===== src/rtl/seg_pkg.sv =====
// seg_pkg: shared glyph table and sizing/polarity helpers for the seven-segment scan driver.
// Contents: GLYPHS (16 active-high glyphs, bit order g..a), clog2_min1 (width helper, never 0),
// apply_pol (optional bitwise inversion applied as the last output stage).
package seg_pkg;
    localparam logic [6:0] GLYPHS [16] = '{
        7'b0111111, 7'b0000110, 7'b1011011, 7'b1001111,
        7'b1100110, 7'b1101101, 7'b1111101, 7'b0000111,
        7'b1111111, 7'b1101111, 7'b1110111, 7'b1111100,
        7'b0111001, 7'b1011110, 7'b1111001, 7'b1110001
    };
    function automatic int clog2_min1(input int n);
        return (n <= 2) ? 1 : $clog2(n);
    endfunction
    function automatic logic [7:0] apply_pol(input logic [7:0] v, input logic low);
        return low ? ~v : v;
    endfunction
endpackage


===== src/rtl/seg_scan_driver_if.sv =====
// seg_scan_driver_if: frame-input and display-output bundle of the scan driver.
// Signals: en (scan enable), load (accept frame), digits_in (4 bits per digit, [3:0]=LSD),
// dp_in (decimal points), seg (a..g at [0]..[6]), dp, an (one-hot digit enable), frame_done.
// master drives the frame side, slave is the driver itself.
interface seg_scan_driver_if #(parameter int DIGITS = 4);
    logic                  en;
    logic                  load;
    logic [4*DIGITS-1:0]   digits_in;
    logic [DIGITS-1:0]     dp_in;
    logic [6:0]            seg;
    logic                  dp;
    logic [DIGITS-1:0]     an;
    logic                  frame_done;
    modport master (output en, load, digits_in, dp_in, input seg, dp, an, frame_done);
    modport slave (input en, load, digits_in, dp_in, output seg, dp, an, frame_done);
endinterface


===== src/rtl/seg_glyph_rom.sv =====
// seg_glyph_rom: combinational 4-bit code to active-high seven-segment glyph.
// Ports: code (in, 4), glyph (out, 7, bit order g..a). Codes 10-15 are blank unless HEX_MODE=1.
module seg_glyph_rom import seg_pkg::*; #(
    parameter int HEX_MODE = 1
) (
    input  logic [3:0] code,
    output logic [6:0] glyph
);
    always_comb glyph = (HEX_MODE == 0 && code > 4'd9) ? 7'h00 : GLYPHS[code];
endmodule


===== src/rtl/seg_scan_driver.sv =====
// seg_scan_driver: time-multiplexed N-digit seven-segment driver with tear-free frame update.
// Ports: clk, rst (sync, active-high), bus (seg_scan_driver_if.slave: en, load, digits_in,
// dp_in in; seg, dp, an, frame_done out, all registered).
module seg_scan_driver import seg_pkg::*; #(
    parameter int DIGITS         = 4,
    parameter int CLK_DIV        = 1000,
    parameter int HEX_MODE       = 1,
    parameter int BLANK_LEAD     = 1,
    parameter int SEG_ACTIVE_LOW = 0,
    parameter int AN_ACTIVE_LOW  = 1
) (
    input logic              clk,
    input logic              rst,
    seg_scan_driver_if.slave bus
);
    localparam int IDX_W = clog2_min1(DIGITS);
    localparam int PRE_W = clog2_min1(CLK_DIV);
    localparam logic [IDX_W-1:0]  LAST_IDX = IDX_W'(DIGITS - 1);
    localparam logic [PRE_W-1:0]  LAST_PRE = PRE_W'(CLK_DIV - 1);
    localparam logic              SEG_LOW  = SEG_ACTIVE_LOW != 0;
    localparam logic              AN_LOW   = AN_ACTIVE_LOW != 0;
    localparam logic [6:0]        SEG_OFF  = 7'(apply_pol(8'h00, SEG_LOW));
    localparam logic [DIGITS-1:0] AN_OFF   = DIGITS'(apply_pol(8'h00, AN_LOW));

    logic [PRE_W-1:0]             prescaler;
    logic [IDX_W-1:0]             idx;
    logic [DIGITS-1:0][3:0]       disp_d, stage_d;
    logic [DIGITS-1:0]            disp_p, stage_p;
    logic                         pending;
    logic                         tick, wrap;
    logic [DIGITS-1:0]            blank, onehot;
    logic                         lead_zero;
    logic [3:0]                   code;
    logic                         cur_dp, cur_blank;
    logic [6:0]                   glyph;

    assign tick = bus.en && prescaler == LAST_PRE;
    assign wrap = tick && idx == LAST_IDX;

    // Walk from the MSD down; a digit is blanked while everything at or above it is zero.
    always_comb begin
        blank = '0;
        lead_zero = 1'b1;
        for (int i = DIGITS - 1; i > 0; i--) begin
            lead_zero = lead_zero && disp_d[i] == 4'd0;
            blank[i] = BLANK_LEAD != 0 && lead_zero;
        end
    end

    always_comb begin
        code = '0;
        cur_dp = 1'b0;
        cur_blank = 1'b0;
        onehot = '0;
        for (int i = 0; i < DIGITS; i++) begin
            if (idx == IDX_W'(i)) begin
                code = disp_d[i];
                cur_dp = disp_p[i];
                cur_blank = blank[i];
                onehot[i] = 1'b1;
            end
        end
    end

    seg_glyph_rom #(.HEX_MODE(HEX_MODE)) u_rom (.code(code), .glyph(glyph));

    always_ff @(posedge clk) begin
        if (rst) begin
            prescaler <= '0;
            idx <= '0;
            disp_d <= '0;
            disp_p <= '0;
            stage_d <= '0;
            stage_p <= '0;
            pending <= 1'b0;
            bus.frame_done <= 1'b0;
            bus.seg <= SEG_OFF;
            bus.dp <= SEG_LOW;
            bus.an <= AN_OFF;
        end else begin
            if (bus.en) prescaler <= tick ? '0 : prescaler + 1'b1;
            if (tick) idx <= wrap ? '0 : idx + 1'b1;
            bus.frame_done <= wrap;
            // A load coinciding with the frame boundary bypasses staging entirely.
            if (wrap && bus.load) begin
                disp_d <= bus.digits_in;
                disp_p <= bus.dp_in;
                pending <= 1'b0;
            end else if (wrap && pending) begin
                disp_d <= stage_d;
                disp_p <= stage_p;
                pending <= 1'b0;
            end else if (bus.load) begin
                stage_d <= bus.digits_in;
                stage_p <= bus.dp_in;
                pending <= 1'b1;
            end
            bus.seg <= bus.en ? 7'(apply_pol({1'b0, cur_blank ? 7'h00 : glyph}, SEG_LOW)) : SEG_OFF;
            bus.dp <= bus.en ? cur_dp ^ SEG_LOW : SEG_LOW;
            bus.an <= bus.en ? DIGITS'(apply_pol(8'(onehot), AN_LOW)) : AN_OFF;
        end
    end
endmodule


===== src/flat_wrapper.sv =====
// flat-port wrapper written by rule: the top's interface ports become plain ports
module seg_scan_driver_flat import seg_pkg::*;
#(
    parameter int DIGITS         = 4,
    parameter int CLK_DIV        = 1000,
    parameter int HEX_MODE       = 1,
    parameter int BLANK_LEAD     = 1,
    parameter int SEG_ACTIVE_LOW = 0,
    parameter int AN_ACTIVE_LOW  = 1
)
  (clk, rst, bus_en, bus_load, bus_digits_in, bus_dp_in, bus_seg, bus_dp, bus_an, bus_frame_done);
  seg_scan_driver_if #(.DIGITS(DIGITS)) bus_i ();
  input logic clk;
  input logic rst;
  input wire logic [$bits(bus_i.en)-1:0] bus_en;
  input wire logic [$bits(bus_i.load)-1:0] bus_load;
  input wire logic [$bits(bus_i.digits_in)-1:0] bus_digits_in;
  input wire logic [$bits(bus_i.dp_in)-1:0] bus_dp_in;
  output wire logic [$bits(bus_i.seg)-1:0] bus_seg;
  output wire logic [$bits(bus_i.dp)-1:0] bus_dp;
  output wire logic [$bits(bus_i.an)-1:0] bus_an;
  output wire logic [$bits(bus_i.frame_done)-1:0] bus_frame_done;
  assign bus_i.en = bus_en;
  assign bus_i.load = bus_load;
  assign bus_i.digits_in = bus_digits_in;
  assign bus_i.dp_in = bus_dp_in;
  assign bus_seg = bus_i.seg;
  assign bus_dp = bus_i.dp;
  assign bus_an = bus_i.an;
  assign bus_frame_done = bus_i.frame_done;
  seg_scan_driver #(.DIGITS(DIGITS), .CLK_DIV(CLK_DIV), .HEX_MODE(HEX_MODE), .BLANK_LEAD(BLANK_LEAD), .SEG_ACTIVE_LOW(SEG_ACTIVE_LOW), .AN_ACTIVE_LOW(AN_ACTIVE_LOW)) u_core (.clk(clk), .rst(rst), .bus(bus_i));
endmodule

===== config.mk =====
export PLATFORM = sky130hd
export DESIGN_NAME = seg_scan_driver_flat
export DESIGN_NICKNAME = d
export VERILOG_FILES = /design/src/rtl/seg_pkg.sv /design/src/rtl/seg_scan_driver_if.sv /design/src/rtl/seg_glyph_rom.sv /design/src/rtl/seg_scan_driver.sv /design/src/flat_wrapper.sv
export SDC_FILE = /design/constraint.sdc
export NUM_CORES = 1
export LEC_CHECK = 0
export BUFFER_PORTS_ARGS = -buffer_cell sky130_fd_sc_hd__buf_2
export CORE_MARGIN = 3
export CORE_UTILIZATION = 40
export DETAILED_ROUTE_END_ITERATION = 10
export PLACE_DENSITY = 0.69
export SYNTH_ARGS = -nofsm -noshare
export SYNTH_HDL_FRONTEND = slang
export SYNTH_SLANG_ARGS = --single-unit

===== constraint.sdc =====
create_clock -name clk -period 2.5 [get_ports clk]
set_input_delay 0.125 -clock clk [delete_from_list [all_inputs] [get_ports clk]]
set_output_delay 0.125 -clock clk [all_outputs]
set_load 0.05 [all_outputs]

==> results of run 1 <==
==> cells by family (layout without fill, tap and decap cells) <==
logic type | count (synthesis) | after routing
and+or+nand+nor | 178 | 178
AOI/OAI and AO/OA | 68 | 68
DFF | 66 | 66
buffers and inverters | 29 | 79
adders and majority gates | 12 | 12
xor gates and xnor gates | 9 | 9
muxes | 4 | 4
==> what timing repair did <==
| item | CTS | global route |
|---|---|---|
| gates resized for setup | 0 | 1 |
| setup buffers | 0 | 0 |
| hold buffers | 14 | 0 |
| hold endpoints to repair | 14 | 0 |
| setup endpoints to repair | 0 | 3 |
==> power groups by stage <==
| stage | Combinational [W] | Clock (W) | Sequential, W |
|---|---|---|---|
| 3_3_place_gp | 0.000145 | 0 | 0.00111 |
| 6_report | 0.000163 | 0.00106 | 0.00109 |
| 5_1_grt | 0.000182 | 0.00113 | 0.00109 |
| 4_1_cts | 0.000165 | 0.00109 | 0.00109 |
| 3_5_place_dp | 0.000148 | 0 | 0.00111 |
| 2_1_floorplan | 0.0000783 | 0 | 0.00113 |
==> registers in the layout, summed over array words and instances, names as in the netlist, 2 cells and up <==
register,count
u_core.disp_d,16
u_core.stage_d,16
u_core.prescaler,10
u_core.bus.seg,7
u_core.bus.an,4
u_core.disp_p,4
u_core.stage_p,4
u_core.idx,2
==> final cells by class <==
| cell class | count | area (um2) |
|---|---|---|
| clock buffers | 12 | 165 |
| repair buffers | 56 | 378 |
| flip-flops and latches | 66 | 1320 |
| fillers | 716 | 3680 |
| inverters | 7 | 26.3 |
| well taps | 99 | 124 |
| multi-input cells | 271 | 1720 |
| clock inverters | 4 | 72.6 |
==> through the flow <==
stage	cells	hold slack, ns
after floorplan	366	0.261
after global placement	485	0.378
after detailed placement	485	0.384
after CTS	515	0.00148
after global routing	515	0.0101
final	515	0.0209
==> worst max-delay path by stage <==
stage	to	slack [ns]	cells after the start
finish	u_core.bus.seg[3]	0.19	10
global route	u_core.bus.seg[3]	0.004	10
CTS	u_core.bus.seg[3]	0.09	10
detailed placement	u_core.bus.seg[3]	0.11	10
global placement	u_core.bus.seg[3]	0.27	10
floorplan	u_core.bus.seg[3]	0.15	9
==> layer usage <==
metal | up-vias | global-route usage [%]
li1 | 1326 | -
met1 | 1163 | 20.4
met2 | 51 | 25.9
met3 | 14 | 6.08
met4 | 0 | 7.81
met5 | - | 0
==> worst max-delay path, delay by kind of cell (launching register included) <==
family                   cells  cell delay (ns)
flip-flops                   1             0.41
buffers and inverters        2             0.22
adder cells (fa/ha/maj)      2             0.64
AO/OA/AOI/OAI                4             0.53
AND/OR/NAND/NOR              2             0.39
==> layout by cell type (no fill, tap or decap), drive strengths merged, types with 5 or more instances in the layout <==
cell	count
buf	42
and3	5
inv	7
nand2	82
clkbuf	12
dfxtp	66
a211oi	5
xor2	6
nor2	35
o21ai	6
nor3	8
nand3b	5
ha	12
o31ai	20
a21oi	27
dlygate4sd3	14
nor2b	23
==> metrics.md, run 1 <==
| Metric | Value |
|---|---|
| Status | `finished, final reports clean` |
| Worst slew margin relative to its limit | `46.7%` |
| Synth cell types | `45` |
| Sink of the worst hold path | `u_core.stage_d[5]` |
| Seq/Total Area, Yosys | `41.6%` |
| Detailed Place HPWL | `4570 um` |
| Startpoint types | `flop` |
| Row cnt | `31` |
| Router iterations before antenna repair | `4` |
| Synth Area in XOR/XNOR | `about 2.5%` |
| Final net count | `between 400 and 500` |
| Worst slew pin tran | `0.800 ns` |
| Routed via count | `2554` |
| Clock latency on the worst-skew pair | `around 0.36 ns` |
| Final setup TNS | `0 ns` |
| Synth Register Bits | `66` |
| Routed len/inst | `13.0 um` |
| Layout cell share with drive strength beyond 1 | `21.2%` |
| DIE HEIGHT | `95.1 um` |
| Die Width | `95.1 um` |
| GP Congestion | `0.816` |
| Synthesized area | `3180 um2` |
| Area of the die | `9050 um2` |
| First-pass GRT wire length | `11600 um` |
| Fin area | `3800 um2` |
| Switching Power | `0.000528 W` |
| Final period utilization | `between 90 and 100%` |
| Syn Area/Cell | `8.68 um2` |
| Crit path launch | `u_core.idx[0]` |
| WS Path Type | `flop to flop` |
| Area post-placement | `3420 um2` |
| Clk_skew | `around 0.0085 ns` |
| Clk slew on worst S/H paths | `0.07 ns` |
| Largest family of logic cells by synthesized area | `simple AND/OR/NAND/NOR gates` |
| Clock Path Buffers | `2` |
| R2R setup slack | `0.19 ns` |
| CTS tree | `built` |
| Leading area contributor after synthesis | `dfxtp_1` |
| Fin. Hold Viols | `0` |
| Crit-path max FO | `9` |
| Sw Share | `between 20% and 30%` |
| YS warnings | `0` |
| Hold_sp | `bus_digits_in[5]` |
| Total Routing Usage GR | `between 10% and 20%` |
| Cell depth of the worst min-delay path | `3` |
| H-tree depth | `3` |
| Initial antenna violation count | `0` |
| Gate power share | `about 7.1%` |
| Critical Path Slowest Stage Cell | `dfxtp_1` |
| CTS sink count | `66` |
| Max Freq | `0.432 GHz` |
| Top FF cell, synth | `dfxtp_1` |
| Max rail drop VDD | `approximately 450 uV` |
| N_diodes | `0` |
| Post-synth EDFFs | `0` |
| Internal cell power | `~0.0018 W` |
| Top sig layer | `met4` |
| RSZ-0062 raised after global routing | `false` |
| Port Buf Inserts | `36` |
| Total wire length | `6710 um` |
| Sequential power share | `47.1%` |
| Vias in the first global route | `2513` |
| Tot Pwr | `0.00231 W` |
| Syn Nets | `402` |
| Core Footprint | `7490 um2` |
| CP Cell Sequence | `inv_1, ha_1, nor2_4, o211ai_1, o311ai_1, inv_1, ha_1, and2_1, o21ai_0, a21oi_1` |
| Leakage | `1.49 nW` |
| Adder-Cell Fraction of Synth Area | `4.73%` |
| Metal3 WL | `336 um` |
| Largest net degree at the start of global routing | `38` |
| Post-route setup slack | `0.186 ns` |
| GR Overflow Total | `0` |
| DP Worst Slack | `0.107 ns` |
| Ys async rst share | `0%` |
| R2R cell count | `10` |
| Max incr delay on CP | `0.41 ns` |
| Met2 wire len | `3010 um` |
| Reg2Reg Launch Point | `u_core.idx[0]` |
| DR iter-0 viols | `83` |
| Most numerous cell in the Yosys netlist | `nand2_1` |
| RR Endpoint | `u_core.bus.seg[3]` |
| Final Setup Violations | `0` |
| Remaining routing DRC violations | `0` |
| Synth Area in Compound Gates | `18.0%` |
| Max-Cap Viols | `0` |
| Critical Path AT | `2.54 ns` |
| CTS buffer count | `9` |
| Area growth from synthesis to layout | `19.8%` |
| Req. time, crit path | `2.73 ns` |
| Initial Utilization | `42.4%` |
| Power per cell area | `608 nW/um2` |
| Yosys top cell area share | `between 40 and 50%` |
| Min-Delay Path Class | `input port to flop` |
| Syn Inst Count | `366` |
| Fin util | `50.8%` |
| Clock power share | `45.8%` |
| CP Capture Type | `flop` |
| Multiplexer share of the synthesized area | `1.26%` |
| Antenna-violating nets left | `0` |
| Simple-gate portion of the synthesized area | `27.5%` |
| Via/cell ratio | `a little under 5` |
| Synth cell count leaders | `82 x nand2_1, 66 x dfxtp_1, 34 x nor2_1, 27 x a21oi_1, 23 x nor2b_1` |
| DRT met1 WL | `3200 um` |
| Clock period minus worst slack | `2.31 ns` |
| Top cells by area, synth | `dfxtp_1 42%, nand2_1 9.7%, o31ai_2 7.5%` |
| Pins over their slew limit | `0` |
| Total I/O pin count | `37` |
| CTS root buf | `clkbuf_8` |
Power figures use the tool's default switching activity.
==> run 2: changes to the inputs <==
--- a/config.mk
+++ b/config.mk
@@ -5,11 +5,13 @@
 export SDC_FILE = /design/constraint.sdc
 export NUM_CORES = 1
 export LEC_CHECK = 0
+export ABC_AREA = 1
 export BUFFER_PORTS_ARGS = -buffer_cell sky130_fd_sc_hd__buf_2
 export CORE_MARGIN = 3
 export CORE_UTILIZATION = 40
 export DETAILED_ROUTE_END_ITERATION = 10
 export PLACE_DENSITY = 0.69
+export SKIP_LAST_GASP = 1
 export SYNTH_ARGS = -nofsm -noshare
 export SYNTH_HDL_FRONTEND = slang
 export SYNTH_SLANG_ARGS = --single-unit
==> metrics.md, run 2 <==
| Metric | Value |
|---|---|
| Syn Inst Count | `527` |
| Synth cell count leaders | `163 x nand2_1, 81 x inv_1, 66 x dfxtp_1, 56 x a21oi_1, 43 x nor2_1` |
| Pins over their slew limit | `0` |
| RSZ-0062 raised after global routing | `false` |
| Clock latency on the worst-skew pair | `roughly 0.34 ns` |
| Seq/Total Area, Yosys | `between 30% and 40%` |
| Area post-placement | `3690 um2` |
| Most numerous cell in the Yosys netlist | `nand2_1` |
| Final Setup Violations | `0` |
| Number of post-CTS setup repair buffers | `0` |
| Clock period minus worst slack | `2.24 ns` |
| Power per cell area | `577 nW/um2` |
| Antenna-violating nets left | `0` |
| Final setup TNS | `0 ns` |
| Area growth from synthesis to layout | `12.3%` |
| CP Capture Type | `flop` |
| GP Congestion | `0.839` |
| Total I/O pin count | `37` |
| Max incr delay on CP | `~0.38 ns` |
| WS Path Type | `flop to flop` |
| Routed len/inst | `11.0 um` |
| Yosys top cell area share | `37.9%` |
| Max rail drop VDD | `368 uV` |
| Syn Area/Cell | `6.61 um2` |
| CTS buffer count | `9` |
| Critical Path Slowest Stage Cell | `dfxtp_1` |
| Initial antenna violation count | `0` |
| Leading area contributor after synthesis | `dfxtp_1` |
| GR Overflow Total | `0` |
| Total wire length | `about 7300 um` |
| CTS tree | `built` |
| Core Footprint | `between 8000 and 9000 um2` |
| Crit-path max FO | `8` |
| Fin. Hold Viols | `0` |
| Port Buf Inserts | `36` |
| Worst slew pin tran | `0.726 ns` |
| Total Routing Usage GR | `15.9%` |
| Req. time, crit path | `2.76 ns` |
| YS warnings | `0` |
| Synth cell types | `32` |
| Post-synth EDFFs | `0` |
| N_diodes | `0` |
| Vias in the first global route | `2856` |
| Tot Pwr | `0.00226 W` |
| R2R cell count | `12` |
| Area of the die | `9860 um2` |
| Via/cell ratio | `4.66` |
| Router iterations before antenna repair | `4` |
| Hold Slack | `0.0393 ns` |
| Commonest non-fill, non-tap cells in the layout | `163 x nand2_1, 81 x inv_1, 66 x dfxtp_1` |
| PostCTS Resize Cnt | `0` |
| Cts hold-fix bufs | `0` |
| CTS root buf | `clkbuf_8` |
| Worst Setup EP | `u_core.bus.seg[0]` |
| RR Endpoint | `u_core.bus.seg[0]` |
| DIE HEIGHT | `~99 um` |
| Final net count | `591` |
| Layout cell share with drive strength beyond 1 | `14.1%` |
| Leakage | `2.06 nW` |
| Max-Cap Viols | `0` |
| Ys async rst share | `0%` |
| Startpoint types | `flop` |
| Max Freq | `between 0.4 and 0.5 GHz` |
| R2R setup slack | `0.26 ns` |
| Crit path launch | `u_core.idx[1]` |
| Synthesized area | `around 3500 um2` |
| Hold_sp | `bus_en` |
| CP Cell Sequence | `inv_1, ha_1, inv_1, nand3_1, nand3_1, nand2_1, o21ai_1, inv_1, ha_1, nand3_1, nand3_1, a21oi_1` |
| First-pass GRT wire length | `13000 um` |
| CP dominant cell by count | `nand3_1` |
| CTS sink count | `66` |
| Fin area | `~3900 um2` |
| Min-Delay Path Class | `input port to flop` |
| Reg2Reg Launch Point | `u_core.idx[1]` |
| Largest net degree at the start of global routing | `54` |
| Top cells by area, synth | `dfxtp_1 38%, nand2_1 18%, inv_1 8.7%` |
| Routed via count | `3100` |
| Critical Path AT | `roughly 2.5 ns` |
| Clock Path Buffers | `2` |
| Die Width | `99.3 um` |
| Largest registers | `u_core.disp_d (16), u_core.stage_d (16), u_core.prescaler (10)` |
| Detailed Place HPWL | `roughly 5200 um` |
| Most common cell after layout, fill and taps aside | `nand2_1` |
| Remaining routing DRC violations | `0` |
| Status | `finished, final reports clean` |
| Synth Register Bits | `66` |
| Final period utilization | `89.7%` |
| Clk slew on worst S/H paths | `roughly 0.07 ns` |
| H-tree depth | `3` |
| Worst slew margin relative to its limit | `51.1%` |
| Initial Utilization | `a little over two fifths` |
| Row cnt | `33` |
| Syn Nets | `563` |
| Top FF cell, synth | `dfxtp_1` |
| Clk_skew | `0.0105 ns` |
| DR iter-0 viols | `169` |
[run 2: cell types whose count changed in the layout (fill, tap and decap cells not counted), moves of 11 or more]
cell	change
inv_1	+74
o31ai_2	-19
a21oi_1	+29
nor2b_1	-23
dlygate4sd3_1	-14
nand3_1	+27
o21ai_0	+11
nand2_1	+81
[run 2: report_power, final]
part / internal, W / switching (W)
clock network: 0.000559 / 0.000424
registers: 0.00108 / 0.0000141
logic: 0.0000632 / 0.000114
total: 0.00171 / 0.000551
[run 2: kinds of logic after synthesis]
| group | after synthesis | synth area share, % |
|---|---|---|
| AO/OA/AOI/OAI | 78 | 11.5 |
| XOR/XNOR | 1 | 0.252 |
| adder cells (fa/ha/maj) | 12 | 4.31 |
| buffers and inverters | 110 | 13.4 |
| flip-flops | 66 | 37.9 |
| AND/OR/NAND/NOR | 260 | 32.6 |
[run 2: layout make-up]
cell class / instances / area (um2)
flip-flops and latches: 66 / 1320
clock buffers: 9 / 124
clock inverters: 7 / 93.8
fillers: 891 / 4430
repair buffers: 41 / 218
multi-input cells: 351 / 1690
inverters: 86 / 327
well taps: 105 / 131
[run 2: worst min path at each step]
stage	endpoint	slack, ns	depth (start not counted)
3_5_place_dp	u_core.prescaler[0]	0.39	2
5_1_grt	u_core.prescaler[0]	0.06	2
4_1_cts	u_core.prescaler[0]	0.03	2
2_1_floorplan	u_core.prescaler[0]	0.23	1
3_3_place_gp	u_core.prescaler[0]	0.38	2
6_report	u_core.prescaler[0]	0.04	2
[run 2: layer usage]
| layer | routed length [um] | vias to the layer above | GRT usage, % | part of all wire, % |
|---|---|---|---|---|
| li1 | - | 1672 | - | - |
| met1 | 3690 | 1358 | 22.2 | 51 |
| met2 | 3180 | 63 | 24.5 | 44 |
| met3 | 344 | 7 | 4.00 | 4.7 |
| met4 | 65 | 0 | 4.10 | 0.89 |
| met5 | 0 | - | 0 | 0 |
[run 2: critical path, delay by kind of cell (launching register included)]
family	cells	cell delay, ns
and+or+nand+nor	5	0.44
AOI/OAI and AO/OA	2	0.38
adders and majority gates	2	0.54
buffers and inverters	3	0.44
DFF	1	0.38
[run 2: through the flow]
stage	cells	utilization [%]	setup slack [ns]
after global routing	665	46.9	0.0693
final	665	46.9	0.258
after global placement	649	44.3	0.332
after detailed placement	649	44.3	0.160
after floorplan	527	-	0.385
after CTS	665	46.9	0.129
